===== src/rtl/lcd_tx_ctrl_if.sv =====
// lcd_tx_ctrl_if: request handshake plus LCD pin bundle for the transmit controller
interface lcd_tx_ctrl_if;
    logic        req_vld;
    logic        req_rs;
    logic [7:0]  req_data;
    logic        req_rdy;
    logic        busy;
    logic        init_done;
    logic [7:0]  lcd_data;
    logic        lcd_rs;
    logic        lcd_rw;
    logic        lcd_en;
    logic        lcd_on;
    logic [31:0] io_lcd;
    modport master (
        output req_vld, req_rs, req_data,
        input  req_rdy, busy, init_done, lcd_data, lcd_rs, lcd_rw, lcd_en, lcd_on, io_lcd
    );
    modport slave (
        input  req_vld, req_rs, req_data,
        output req_rdy, busy, init_done, lcd_data, lcd_rs, lcd_rw, lcd_en, lcd_on, io_lcd
    );
endinterface


===== src/rtl/lcd_tx_ctrl.sv =====
// lcd_tx_ctrl: delay-timed HD44780 8-bit write controller with automatic power-up init
module lcd_tx_ctrl #(
    parameter int PWR_UP_CYC     = 750000,
    parameter int SETUP_CYC      = 2,
    parameter int EN_HIGH_CYC    = 12,
    parameter int HOLD_CYC       = 2,
    parameter int SHORT_WAIT_CYC = 1850,
    parameter int LONG_WAIT_CYC  = 76000
) (
    input logic i_clk,
    input logic i_rst,
    lcd_tx_ctrl_if.slave bus
);
    typedef enum logic [2:0] {PWRUP, SETUP, EN_HI, HOLD, WAIT, IDLE} state_t;
    localparam int M0 = PWR_UP_CYC > LONG_WAIT_CYC ? PWR_UP_CYC : LONG_WAIT_CYC;
    localparam int M1 = M0 > SHORT_WAIT_CYC ? M0 : SHORT_WAIT_CYC;
    localparam int M2 = M1 > EN_HIGH_CYC ? M1 : EN_HIGH_CYC;
    localparam int M3 = M2 > SETUP_CYC ? M2 : SETUP_CYC;
    localparam int MAX_CYC = M3 > HOLD_CYC ? M3 : HOLD_CYC;
    localparam int CW = $clog2(MAX_CYC + 1);
    localparam logic [CW-1:0] PWR_LAST   = CW'(PWR_UP_CYC);
    localparam logic [CW-1:0] SETUP_LAST = CW'(SETUP_CYC - 1);
    localparam logic [CW-1:0] EN_LAST    = CW'(EN_HIGH_CYC - 1);
    localparam logic [CW-1:0] HOLD_LAST  = CW'(HOLD_CYC - 1);
    localparam logic [CW-1:0] SHORT_LAST = CW'(SHORT_WAIT_CYC - 1);
    localparam logic [CW-1:0] LONG_LAST  = CW'(LONG_WAIT_CYC - 1);

    function automatic logic [7:0] rom(input logic [1:0] i);
        return i == 2'd0 ? 8'h38 : i == 2'd1 ? 8'h0C : i == 2'd2 ? 8'h01 : 8'h06;
    endfunction

    state_t state, state_n;
    logic [CW-1:0] cnt, cnt_n, wait_last;
    logic [1:0] idx, idx_n;
    logic [7:0] data, data_n;
    logic rs, rs_n, en, en_n, rdy, rdy_n, done, done_n, on, on_n;

    // clear (0x01) and home (0x02/0x03) commands need the long execution wait
    assign wait_last = (!rs && data[7:2] == 6'd0 && data[1:0] != 2'd0) ? LONG_LAST : SHORT_LAST;

    always_ff @(posedge i_clk) begin
        if (i_rst) begin
            state <= PWRUP;
            cnt   <= '0;
            idx   <= '0;
            data  <= '0;
            rs    <= 1'b0;
            en    <= 1'b0;
            rdy   <= 1'b0;
            done  <= 1'b0;
            on    <= 1'b0;
        end else begin
            state <= state_n;
            cnt   <= cnt_n;
            idx   <= idx_n;
            data  <= data_n;
            rs    <= rs_n;
            en    <= en_n;
            rdy   <= rdy_n;
            done  <= done_n;
            on    <= on_n;
        end
    end

    always_comb begin
        state_n = state;
        cnt_n   = cnt + 1'b1;
        idx_n   = idx;
        data_n  = data;
        rs_n    = rs;
        done_n  = done;
        on_n    = 1'b1;
        case (state)
            PWRUP: if (cnt == PWR_LAST) begin
                state_n = SETUP;
                cnt_n   = '0;
                idx_n   = 2'd0;
                data_n  = rom(2'd0);
                rs_n    = 1'b0;
            end
            SETUP: if (cnt == SETUP_LAST) begin
                state_n = EN_HI;
                cnt_n   = '0;
            end
            EN_HI: if (cnt == EN_LAST) begin
                state_n = HOLD;
                cnt_n   = '0;
            end
            HOLD: if (cnt == HOLD_LAST) begin
                state_n = WAIT;
                cnt_n   = '0;
            end
            WAIT: if (cnt == wait_last) begin
                cnt_n = '0;
                if (idx == 2'd3) begin
                    state_n = IDLE;
                    done_n  = 1'b1;
                end else begin
                    state_n = SETUP;
                    idx_n   = idx + 2'd1;
                    data_n  = rom(idx + 2'd1);
                    rs_n    = 1'b0;
                end
            end
            IDLE: begin
                cnt_n = '0;
                if (bus.req_vld) begin
                    state_n = SETUP;
                    data_n  = bus.req_data;
                    rs_n    = bus.req_rs;
                end
            end
            default: state_n = PWRUP;
        endcase
        en_n  = state_n == EN_HI;
        rdy_n = state_n == IDLE;
    end

    assign bus.req_rdy   = rdy;
    assign bus.busy      = ~rdy;
    assign bus.init_done = done;
    assign bus.lcd_data  = data;
    assign bus.lcd_rs    = rs;
    assign bus.lcd_rw    = 1'b0;
    assign bus.lcd_en    = en;
    assign bus.lcd_on    = on;
    assign bus.io_lcd    = {on, 20'b0, en, rs, 1'b0, data};
endmodule


===== src/flat_wrapper.sv =====
// flat-port wrapper written by rule: the top's interface ports become plain ports
module lcd_tx_ctrl_flat 
#(
    parameter int PWR_UP_CYC     = 750000,
    parameter int SETUP_CYC      = 2,
    parameter int EN_HIGH_CYC    = 12,
    parameter int HOLD_CYC       = 2,
    parameter int SHORT_WAIT_CYC = 1850,
    parameter int LONG_WAIT_CYC  = 76000
)
  (i_clk, i_rst, bus_req_vld, bus_req_rs, bus_req_data, bus_req_rdy, bus_busy, bus_init_done, bus_lcd_data, bus_lcd_rs, bus_lcd_rw, bus_lcd_en, bus_lcd_on, bus_io_lcd);
  lcd_tx_ctrl_if bus_i ();
  input logic i_clk;
  input logic i_rst;
  input wire logic [$bits(bus_i.req_vld)-1:0] bus_req_vld;
  input wire logic [$bits(bus_i.req_rs)-1:0] bus_req_rs;
  input wire logic [$bits(bus_i.req_data)-1:0] bus_req_data;
  output wire logic [$bits(bus_i.req_rdy)-1:0] bus_req_rdy;
  output wire logic [$bits(bus_i.busy)-1:0] bus_busy;
  output wire logic [$bits(bus_i.init_done)-1:0] bus_init_done;
  output wire logic [$bits(bus_i.lcd_data)-1:0] bus_lcd_data;
  output wire logic [$bits(bus_i.lcd_rs)-1:0] bus_lcd_rs;
  output wire logic [$bits(bus_i.lcd_rw)-1:0] bus_lcd_rw;
  output wire logic [$bits(bus_i.lcd_en)-1:0] bus_lcd_en;
  output wire logic [$bits(bus_i.lcd_on)-1:0] bus_lcd_on;
  output wire logic [$bits(bus_i.io_lcd)-1:0] bus_io_lcd;
  assign bus_i.req_vld = bus_req_vld;
  assign bus_i.req_rs = bus_req_rs;
  assign bus_i.req_data = bus_req_data;
  assign bus_req_rdy = bus_i.req_rdy;
  assign bus_busy = bus_i.busy;
  assign bus_init_done = bus_i.init_done;
  assign bus_lcd_data = bus_i.lcd_data;
  assign bus_lcd_rs = bus_i.lcd_rs;
  assign bus_lcd_rw = bus_i.lcd_rw;
  assign bus_lcd_en = bus_i.lcd_en;
  assign bus_lcd_on = bus_i.lcd_on;
  assign bus_io_lcd = bus_i.io_lcd;
  lcd_tx_ctrl #(.PWR_UP_CYC(PWR_UP_CYC), .SETUP_CYC(SETUP_CYC), .EN_HIGH_CYC(EN_HIGH_CYC), .HOLD_CYC(HOLD_CYC), .SHORT_WAIT_CYC(SHORT_WAIT_CYC), .LONG_WAIT_CYC(LONG_WAIT_CYC)) u_core (.i_clk(i_clk), .i_rst(i_rst), .bus(bus_i));
endmodule

===== config.mk =====
export PLATFORM = sky130hd
export DESIGN_NAME = lcd_tx_ctrl_flat
export DESIGN_NICKNAME = d
export VERILOG_FILES = /design/src/rtl/lcd_tx_ctrl_if.sv /design/src/rtl/lcd_tx_ctrl.sv /design/src/flat_wrapper.sv
export SDC_FILE = /design/constraint.sdc
export NUM_CORES = 1
export LEC_CHECK = 0
export ABC_CLOCK_PERIOD_IN_PS = 5530
export BUFFER_PORTS_ARGS = -buffer_cell sky130_fd_sc_hd__buf_4
export CORE_MARGIN = 2
export CORE_UTILIZATION = 59
export CTS_BUF_LIST = sky130_fd_sc_hd__clkbuf_4 sky130_fd_sc_hd__clkbuf_8
export CTS_CLUSTER_SIZE = 10
export DETAILED_ROUTE_END_ITERATION = 10
export PLACE_DENSITY = 0.88
export SLEW_MARGIN = 30
export SYNTH_ARGS = -nofsm -noshare
export SYNTH_HDL_FRONTEND = slang
export SYNTH_SLANG_ARGS = --single-unit

===== constraint.sdc =====
create_clock -name i_clk -period 5.53 [get_ports i_clk]
set_input_delay 0.553 -clock i_clk [delete_from_list [all_inputs] [get_ports i_clk]]
set_output_delay 0.553 -clock i_clk [all_outputs]
set_load 0.01 [all_outputs]

Yosys cells after proc, flatten, opt, wreduce, memory -nomap -nowiden
Cells that the tools add are included.
Storage, ports and cells
  output and inout port bits: 47
  register bits: 38
  word-level logic and storage cells: 75
  input bits: 12
Cells by class
  multiplexer cells: 32
  reduce and logical (&&, ||, !) cells: 13
  equal/unequal tests: 18
  $add $sub $neg: 2
  bitwise gates (word level): 1
Operators by type and width (number)
  20-bit one-hot mux with 5 select lines: 1
  20-bit 2-to-1 mux: 4
  8-bit 2-to-1 mux: 6
  3-bit 2-to-1 mux: 8
  8-bit one-hot mux with 3 select lines: 1
  20-bit by 1-bit adder with 20-bit output, second input constant: 1
  20-bit by 1-bit == test with 1-bit output, second input constant: 1
  20-bit == test: 1
  20-bit == test, second input constant: 1
  20-bit by 4-bit == test with 1-bit output, second input constant: 1
  3-bit one-hot mux with 6 select lines: 1
  17-bit 2-to-1 mux: 1
  3-bit by 2-bit == test with 1-bit output, second input constant: 3
  3-bit == test, second input constant: 3
  6-bit logical NOT: 1
  2-bit 2-to-1 mux: 3
  1-bit 2-to-1 mux: 5
  5-bit AND reduction: 1
  2-bit == test, second input constant: 2
  2-bit by 1-bit inequality test with 1-bit output, second input constant: 2
  2-bit inequality test, second input constant: 2
  2-bit one-hot mux with 2 select lines: 1
  4-bit AND reduction: 1
  2-bit nonzero test: 2
  other kinds (12): 13

Logic depth before layout (Yosys ltp)
Gate-level depths: netlist (run 1).
  word-level depth: 8
  mapped depth: 9
  mapped depth without buffers: 8

Least setup slack after synthesis (run 1)
OpenSTA, ideal clock, no wires.
  path type: flip-flop to flip-flop
  start point: reg u_core.data[3] (netlist: u_core.bus.lcd_data[3])
  end point: reg u_core.data[0] (netlist: u_core.bus.lcd_data[0])
  cell stages (with the launch flop): 7
  data required time: 5459 ps
  arrival: 1739 ps
  slack: 3721 ps
  cells stage by stage: dfxtp_1 nor4_1 o211a_1 mux2i_2 o211ai_2 or3_1 a21oi_1
Between the ends
  cells in the longest elaborated chain, start to end: 7
RTL lines
  start, declared: RTL line lcd_tx_ctrl.sv:35  | logic [7:0] data, data_n;
  start signal, assigned: RTL line lcd_tx_ctrl.sv:56  | data <= data_n;
  6-bit logical NOT: RTL line lcd_tx_ctrl.sv:39  | assign wait_last = (!rs && data[7:2] == 6'd0 && data[1:0] != 2'd0) ? LONG_LAST : SHORT_LAST;
  1-bit logical AND (2 in series): RTL line lcd_tx_ctrl.sv:39
  17-bit 2-to-1 mux: RTL line lcd_tx_ctrl.sv:39
  20-bit == test: RTL line lcd_tx_ctrl.sv:93  | WAIT: if (cnt == wait_last) begin
  2-bit by 1-bit inequality test with 1-bit output (no source line)
  5-bit AND reduction (no source line)
Every way passes these cells.
A chain may end at the register's enable or synchronous reset.

Worst setup path after layout (run 1)
  start point: reg u_core.cnt[12]
  end point: reg u_core.cnt[13]
Between the ends
  cells in the longest elaborated chain, start to end: 3
  elaborated cells between the ends (all ways): 10
  those cells by class: add/sub (1); eq/ne (4); mux (5)
RTL lines
  start, declared: RTL line lcd_tx_ctrl.sv:33  | logic [CW-1:0] cnt, cnt_n, wait_last;
  start signal, assigned: RTL line lcd_tx_ctrl.sv:54  | cnt <= cnt_n;
  20-bit by 1-bit adder with 20-bit output, or another cell as far along: RTL line lcd_tx_ctrl.sv:67  | cnt_n = cnt + 1'b1;
  20-bit 2-to-1 mux (on tied branches)
  20-bit one-hot mux with 5 select lines (*): RTL line lcd_tx_ctrl.sv:73  | case (state)
Mark *: on every way between the ends. The rest lies on a longest branch, timed or not.

==> flow_summary.json, run 1 <==
{
  "cts_resized": 0,
  "final_common_cell": "dfxtp_1",
  "reg2reg_depth": 6,
  "place_inst": 333,
  "post-cts-setup-buffer-count": 0,
  "tritoncts": "yes",
  "final_cell_mix": "38 x dfxtp_1, 36 x buf_4, 33 x nor2_1, 22 x conb_1, 21 x nand2_1",
  "drive_above_1_share_pct": 18.84,
  "area_delta_synth_final_pct": 9.011,
  "die-area_um2": 4347,
  "worstMarginPinSlew_ns": 0.8066,
  "slowest_stage": "a211oi_4",
  "grt_pass1_vias": 1614,
  "fin_skew_ns": 0.0009158,
  "stdcell_count": 340,
  "dr_wl_met2_um": 2168,
  "clk-insertion-delay-late_ns": 0.28,
  "cts_sinks": 38,
  "p_clk_share_pct": 37.1,
  "p_sw_w": 0.0001060,
  "vias": 1832,
  "p_int_w": 0.0003827,
  "final.min_clock_period_ns": 2.412,
  "ant_nets": 0,
  "setup_slack_ns": 3.118,
  "ys_warn_count": 0,
  "highest_layer": "met4",
  "wl_met1_um": 2001,
  "grt_overflow": 0,
  "routabilityCongestion": 0.8595,
  "max_cap_viol_count": 0,
  "synth_top_area_share_pct": 33.61,
  "power_frac_seq_pct": 57.2,
  "ir_worst_vdd_mv": 0.1868,
  "fp.dieH_um": 65.94,
  "synth_area_leaders": "dfxtp_1 34%, buf_4 12%, nor2_1 5.5%",
  "wl_met3_um": 263,
  "ys_ff_latch": 38,
  "r2r-start": "u_core.cnt[12]",
  "nNetsFinal": 310,
  "antenna_cells": 0,
  "slowest_delay_ns": 0.72,
  "finalHoldWorstSlack_ns": 0.4888,
  "cp.arrival_ns": 2.55,
  "startpoint": "u_core.cnt[12]",
  "via_per_inst": 5.388,
  "grt.total_usage_pct": 21.91,
  "finalPower_w": 0.0004887,
  "report.final.hold_viol_count": 0,
  "cp.required_ns": 5.67,
  "synth_cells": 271,
  "run_status": "complete, no violations",
  "dp_hpwl_um": 3367,
  "cts_hold_buffers": 0,
  "reg2reg_to": "u_core.cnt[13]",
  "worstPathCellList": "nor4_4 -> nand4_1 -> o31ai_2 -> nor3_1 -> a211oi_4 -> nor2_1",
  "drt_iter0_markers": 127,
  "cp_num_cells": 6,
  "cp-end-kind": "flip-flop",
  "r2r_setup_slack_ns": 3.12,
  "clk_path_buf_depth": 2,
  "setup_viol": 0,
  "synth-async-reset-ratio_pct": 0,
  "core_um2": 3661,
  "grt_max_degree": 21,
  "portBuffers": 36,
  "crit_buf_inv": 0,
  "cts_buffers": 5,
  "drtPass1Iterations": 4,
  "totalWireLength_um": 4497,
  "cts-root-buf": "clkbuf_8",
  "avgSynthCellArea_um2": 8.352,
  "yosysTopAreaCell": "dfxtp_1",
  "wl_per_cell_um": 13.23,
  "switching_share_pct": 21.69,
  "p_leak_nw": 1.039,
  "comb_power_share_pct": 5.6,
  "start_util_pct": 61.83,
  "hold_depth": 2,
  "cp_top_family": "compound AO/OA/AOI/OAI gates",
  "synth_edf_count": 0,
  "die_x_um": 65.94,
  "nFillCells": 308,
  "slew_violations": 0,
  "cp_max_fo": 20,
  "endpoint": "u_core.cnt[13]",
  "holdCritPathClass": "flip-flop to flip-flop",
  "fin_tns_setup_ns": 0,
  "relSlewSlack_pct": 46.05,
  "synth_cell_types": 45,
  "htree_num_levels": 2,
  "antenna_found_initial": 0,
  "num_rows": 22,
  "fin_crit_sh_pct": 43.61,
  "clock.fmax_mhz": 414.6,
  "start_kind": "flip-flop",
  "grt_pass1_wl_um": 7327,
  "ys_seq_area_share_pct": 33.61,
  "synth_ff_type": "dfxtp_1",
  "syn_area_um2": 2263,
  "post-place-ws_ns": 3.100,
  "rsz0062_at_grt": "no",
  "drcViolationCount": 0,
  "clkSlewWorstSetupHoldPaths_ns": 0.06,
  "path_class": "flip-flop to flip-flop",
  "powerDensity_nw_per_um2": 198.1,
  "io_pins": 59
}
-- worst reg2reg max path, stage by stage (launching register included) --
cell and delay [ns]:
dfxtp_1 0.37, nor4_4 0.33, nand4_1 0.23, o31ai_2 0.37
nor3_1 0.13, a211oi_4 0.72, nor2_1 0.13
-- cell usage after synthesis (all sizes together) (6+ instances only) --
library cell and number:
nand3 12, mux2i 7, ha 6, dfxtp 38, nor3 13, nand4 9
inv 10, a21oi 10, xnor2 8, xor2 11, nor2 33, and3 10
buf 38, nand2 21
-- worst min-delay path by stage --
stage / start / end / slack, ns
global route: u_core.bus.lcd_data[0] / u_core.bus.lcd_data[0] / 0.52
finish: u_core.bus.lcd_data[5] / u_core.bus.lcd_data[5] / 0.49
global placement: u_core.bus.lcd_data[5] / u_core.bus.lcd_data[5] / 0.47
detailed placement: u_core.bus.lcd_data[5] / u_core.bus.lcd_data[5] / 0.48
CTS: u_core.bus.lcd_data[5] / u_core.bus.lcd_data[5] / 0.49
floorplan: u_core.cnt[0] / u_core.cnt[0] / 0.46
-- layer usage --
layer	vias up	global-route usage, %
li1	910	-
met1	855	28.50
met2	60	34.09
met3	7	5.281
met4	0	10.46
met5	-	0
-- layout make-up --
class                           instances  area (um2)  share of cell area (%)
Timing Repair Buffer                   36       270.3                   10.95
Inverter                               10       37.54                   1.521
Tap cell                               48       60.06                   2.434
Multi-Input combinational cell        201        1255                   50.86
Sequential cell                        38       760.7                   30.83
Clock buffer                            7       83.83                   3.398
-- cell families (layout without fill, tap and decap cells) --
family / count (synthesis) / after routing / synth area share [%]
AND/OR/NAND/NOR: 118 / 118 / 27.58
flip-flops: 38 / 38 / 33.61
adder cells (fa/ha/maj): 6 / 6 / 3.317
AO/OA/AOI/OAI: 28 / 28 / 9.453
other: 1 / 22 / 0.1657
multiplexers: 8 / 8 / 3.759
buffers and inverters: 53 / 53 / 14.76
XOR/XNOR: 19 / 19 / 7.352
-- registers in the layout, summed over array words and instances (netlist names) --
signal                flops
u_core.bus.lcd_data       8
u_core.bus.lcd_on         1
u_core.bus.lcd_rs         1
u_core.bus.req_rdy        1
u_core.bus.lcd_en         1
u_core.bus.init_done      1
u_core.state              3
u_core.cnt               20
u_core.idx                2
-- per-stage QoR --
step,util (%),instance area [um2]
3_5_place_dp,65.11,2384
5_1_grt,67.40,2467
3_3_place_gp,64.90,2376
6_report,67.40,2467
2_1_floorplan,-,2342
4_1_cts,67.40,2467
-- power groups by stage --
stage / registers (W) / logic, W / clock network (W)
floorplan: 0.000285 / 0.0000303 / 0
global placement: 0.000285 / 0.0000266 / 0
detailed placement: 0.000286 / 0.0000271 / 0
CTS: 0.000279 / 0.0000274 / 0.000186
global route: 0.000280 / 0.0000307 / 0.000198
finish: 0.000280 / 0.0000276 / 0.000182
Power figures use the tool's default switching activity.
==> run 2, diff against run 1 <==
--- a/config.mk
+++ b/config.mk
@@ -5,14 +5,14 @@
 export SDC_FILE = /design/constraint.sdc
 export NUM_CORES = 1
 export LEC_CHECK = 0
-export ABC_CLOCK_PERIOD_IN_PS = 5530
+export ABC_CLOCK_PERIOD_IN_PS = 2100
 export BUFFER_PORTS_ARGS = -buffer_cell sky130_fd_sc_hd__buf_4
 export CORE_MARGIN = 2
-export CORE_UTILIZATION = 59
+export CORE_UTILIZATION = 49
 export CTS_BUF_LIST = sky130_fd_sc_hd__clkbuf_4 sky130_fd_sc_hd__clkbuf_8
 export CTS_CLUSTER_SIZE = 10
 export DETAILED_ROUTE_END_ITERATION = 10
-export PLACE_DENSITY = 0.88
+export PLACE_DENSITY = 0.78
 export SLEW_MARGIN = 30
 export SYNTH_ARGS = -nofsm -noshare
 export SYNTH_HDL_FRONTEND = slang
==> constraint.sdc (replaced) <==
create_clock -name i_clk -period 2.1 [get_ports i_clk]
set_input_delay 0.21 -clock i_clk [delete_from_list [all_inputs] [get_ports i_clk]]
set_output_delay 0.21 -clock i_clk [all_outputs]
set_load 0.01 [all_outputs]
==> run 2 against run 1 <==
Effect of this change: hold slack worse by 0.26 ns; largest cell class unchanged; setup slack worse by 3.0 ns; final cell count is 4.7% higher; design area is 4.6% higher.
==> flow_summary.json, run 2 (synthesis gave the netlist of run 1 again) <==
{
  "ant_nets": 0,
  "start_util_pct": 51.28,
  "cp-end-kind": "flip-flop",
  "final_cell_mix": "47 x buf_4, 36 x dfxtp_1, 33 x nor2_1, 22 x conb_1, 21 x nand2_1",
  "start_kind": "flip-flop",
  "holdCritPathClass": "input port to flip-flop",
  "nNetsFinal": 323,
  "cp_max_fo": 6,
  "post-place-ws_ns": 0.09872,
  "ir_worst_vdd_mv": 0.3889,
  "vias": 1870,
  "p_sw_w": 0.0002782,
  "tritoncts": "yes",
  "grt_pass1_vias": 1731,
  "cts_hold_buffers": 0,
  "grt.total_usage_pct": 18.70,
  "area_delta_synth_final_pct": 13.99,
  "cts_sinks": 38,
  "p_clk_share_pct": 36.9,
  "grt_pass1_wl_um": 7631,
  "final_common_cell": "buf_4",
  "slew_violations": 0,
  "die_x_um": 71.97,
  "utilization_pct": 58.45,
  "num_rows": 24,
  "cts_buffers": 5,
  "fin_skew_ns": 0.002900,
  "die-area_um2": 5179,
  "cp.required_ns": 2.31,
  "run_status": "complete, no violations",
  "clkSlewWorstSetupHoldPaths_ns": 0.07,
  "via_per_inst": 5.253,
  "wl_per_cell_um": 12.90,
  "p_leak_nw": 1.106,
  "register_area_um2": 763.2,
  "switching_share_pct": 21.56,
  "core_um2": 4414,
  "powerDensity_nw_per_um2": 500.0,
  "drtPass1Iterations": 4,
  "cp.arrival_ns": 2.20,
  "fp.dieH_um": 71.97,
  "routabilityCongestion": 0.8668,
  "max_cap_viol_count": 0,
  "setup_slack_ns": 0.1169,
  "antenna_found_initial": 0,
  "drive_above_1_share_pct": 22.70,
  "nFillCells": 409,
  "htree_num_levels": 2,
  "report.final.hold_viol_count": 0,
  "fin_crit_sh_pct": 94.43,
  "power_frac_seq_pct": 57.1,
  "comb_power_share_pct": 6.1,
  "cts-root-buf": "clkbuf_8",
  "portBuffers": 36,
  "top_register": "u_core.cnt",
  "dp_hpwl_um": 3606,
  "clock.fmax_mhz": 504.3,
  "grt_overflow": 0,
  "clk_path_buf_depth": 2,
  "drt_iter0_markers": 131,
  "p_int_w": 0.001012,
  "grt_max_degree": 21,
  "drcViolationCount": 0,
  "largest_reg_flops": 20,
  "antenna_cells": 0,
  "final.min_clock_period_ns": 1.983,
  "multi_input_area_um2": 1247,
  "path_class": "flip-flop to flip-flop",
  "totalWireLength_um": 4591,
  "setup_viol": 0,
  "clk-insertion-delay-late_ns": 0.28,
  "io_pins": 59
}
run 2: metrics by stage:
stage               std cells  instance area, um2  power [W]  hold slack (ns)  TNS [ns]
global route              356                2580   0.001350           0.2354  -0.03077
finish                    356                2580   0.001290           0.2274         0
floorplan                 292                2342  0.0008296           0.4558         0
global placement          348                2476  0.0008279           0.4717         0
CTS                       354                2559   0.001313           0.2170         0
detailed placement        348                2476  0.0008292           0.4775         0
run 2: path summary, 6_finish.rpt:
check	slack [ns]	cells after the start	start	end
min reg2reg	0.48	2	u_core.bus.lcd_data[4]	u_core.bus.lcd_data[4]
max reg2reg	0.12	8	u_core.cnt[0]	u_core.bus.lcd_data[0]
min	0.23	2	i_rst	u_core.bus.lcd_on
max	0.12	8	u_core.cnt[0]	u_core.bus.lcd_data[0]
run 2: metal layers:
layer | global-route usage (%) | up-vias | share of wire (%)
met5 | 0 | - | 0
met3 | 5.000 | 12 | 6.2
met2 | 31.07 | 60 | 50
met1 | 22.39 | 857 | 42
met4 | 9.224 | 0 | 2.2
li1 | - | 941 | -
run 2: power by group through the flow:
stage                     Clock (W)  Sequential, W  Combinational (W)
after floorplan                   0       0.000750          0.0000797
after global placement            0       0.000751          0.0000764
after detailed placement          0       0.000752          0.0000775
after CTS                  0.000500       0.000735          0.0000778
after global routing       0.000527       0.000737          0.0000871
final                      0.000476       0.000736          0.0000783
run 2: what timing repair did:
| item | CTS | global route |
|---|---|---|
| gates resized for setup | 0 | 3 |
| setup buffers | 0 | 2 |
| setup endpoints to repair | 0 | 27 |
run 2: layout make-up:
type | count | area share [%]
Timing Repair Buffer | 49 | 14.89
Sequential cell | 38 | 29.58
Tap cell | 52 | 2.522
Multi-Input combinational cell | 201 | 48.35
Inverter | 10 | 1.455
Clock buffer | 6 | 3.201
run 2: critical path, cell delays in order (launching register included):
cell	delay, ns
dfxtp_1	0.36
inv_1	0.08
ha_1	0.13
and3b_1	0.15
nand4_1	0.18
o31ai_2	0.29
o211ai_2	0.20
or3_1	0.38
a21oi_1	0.15
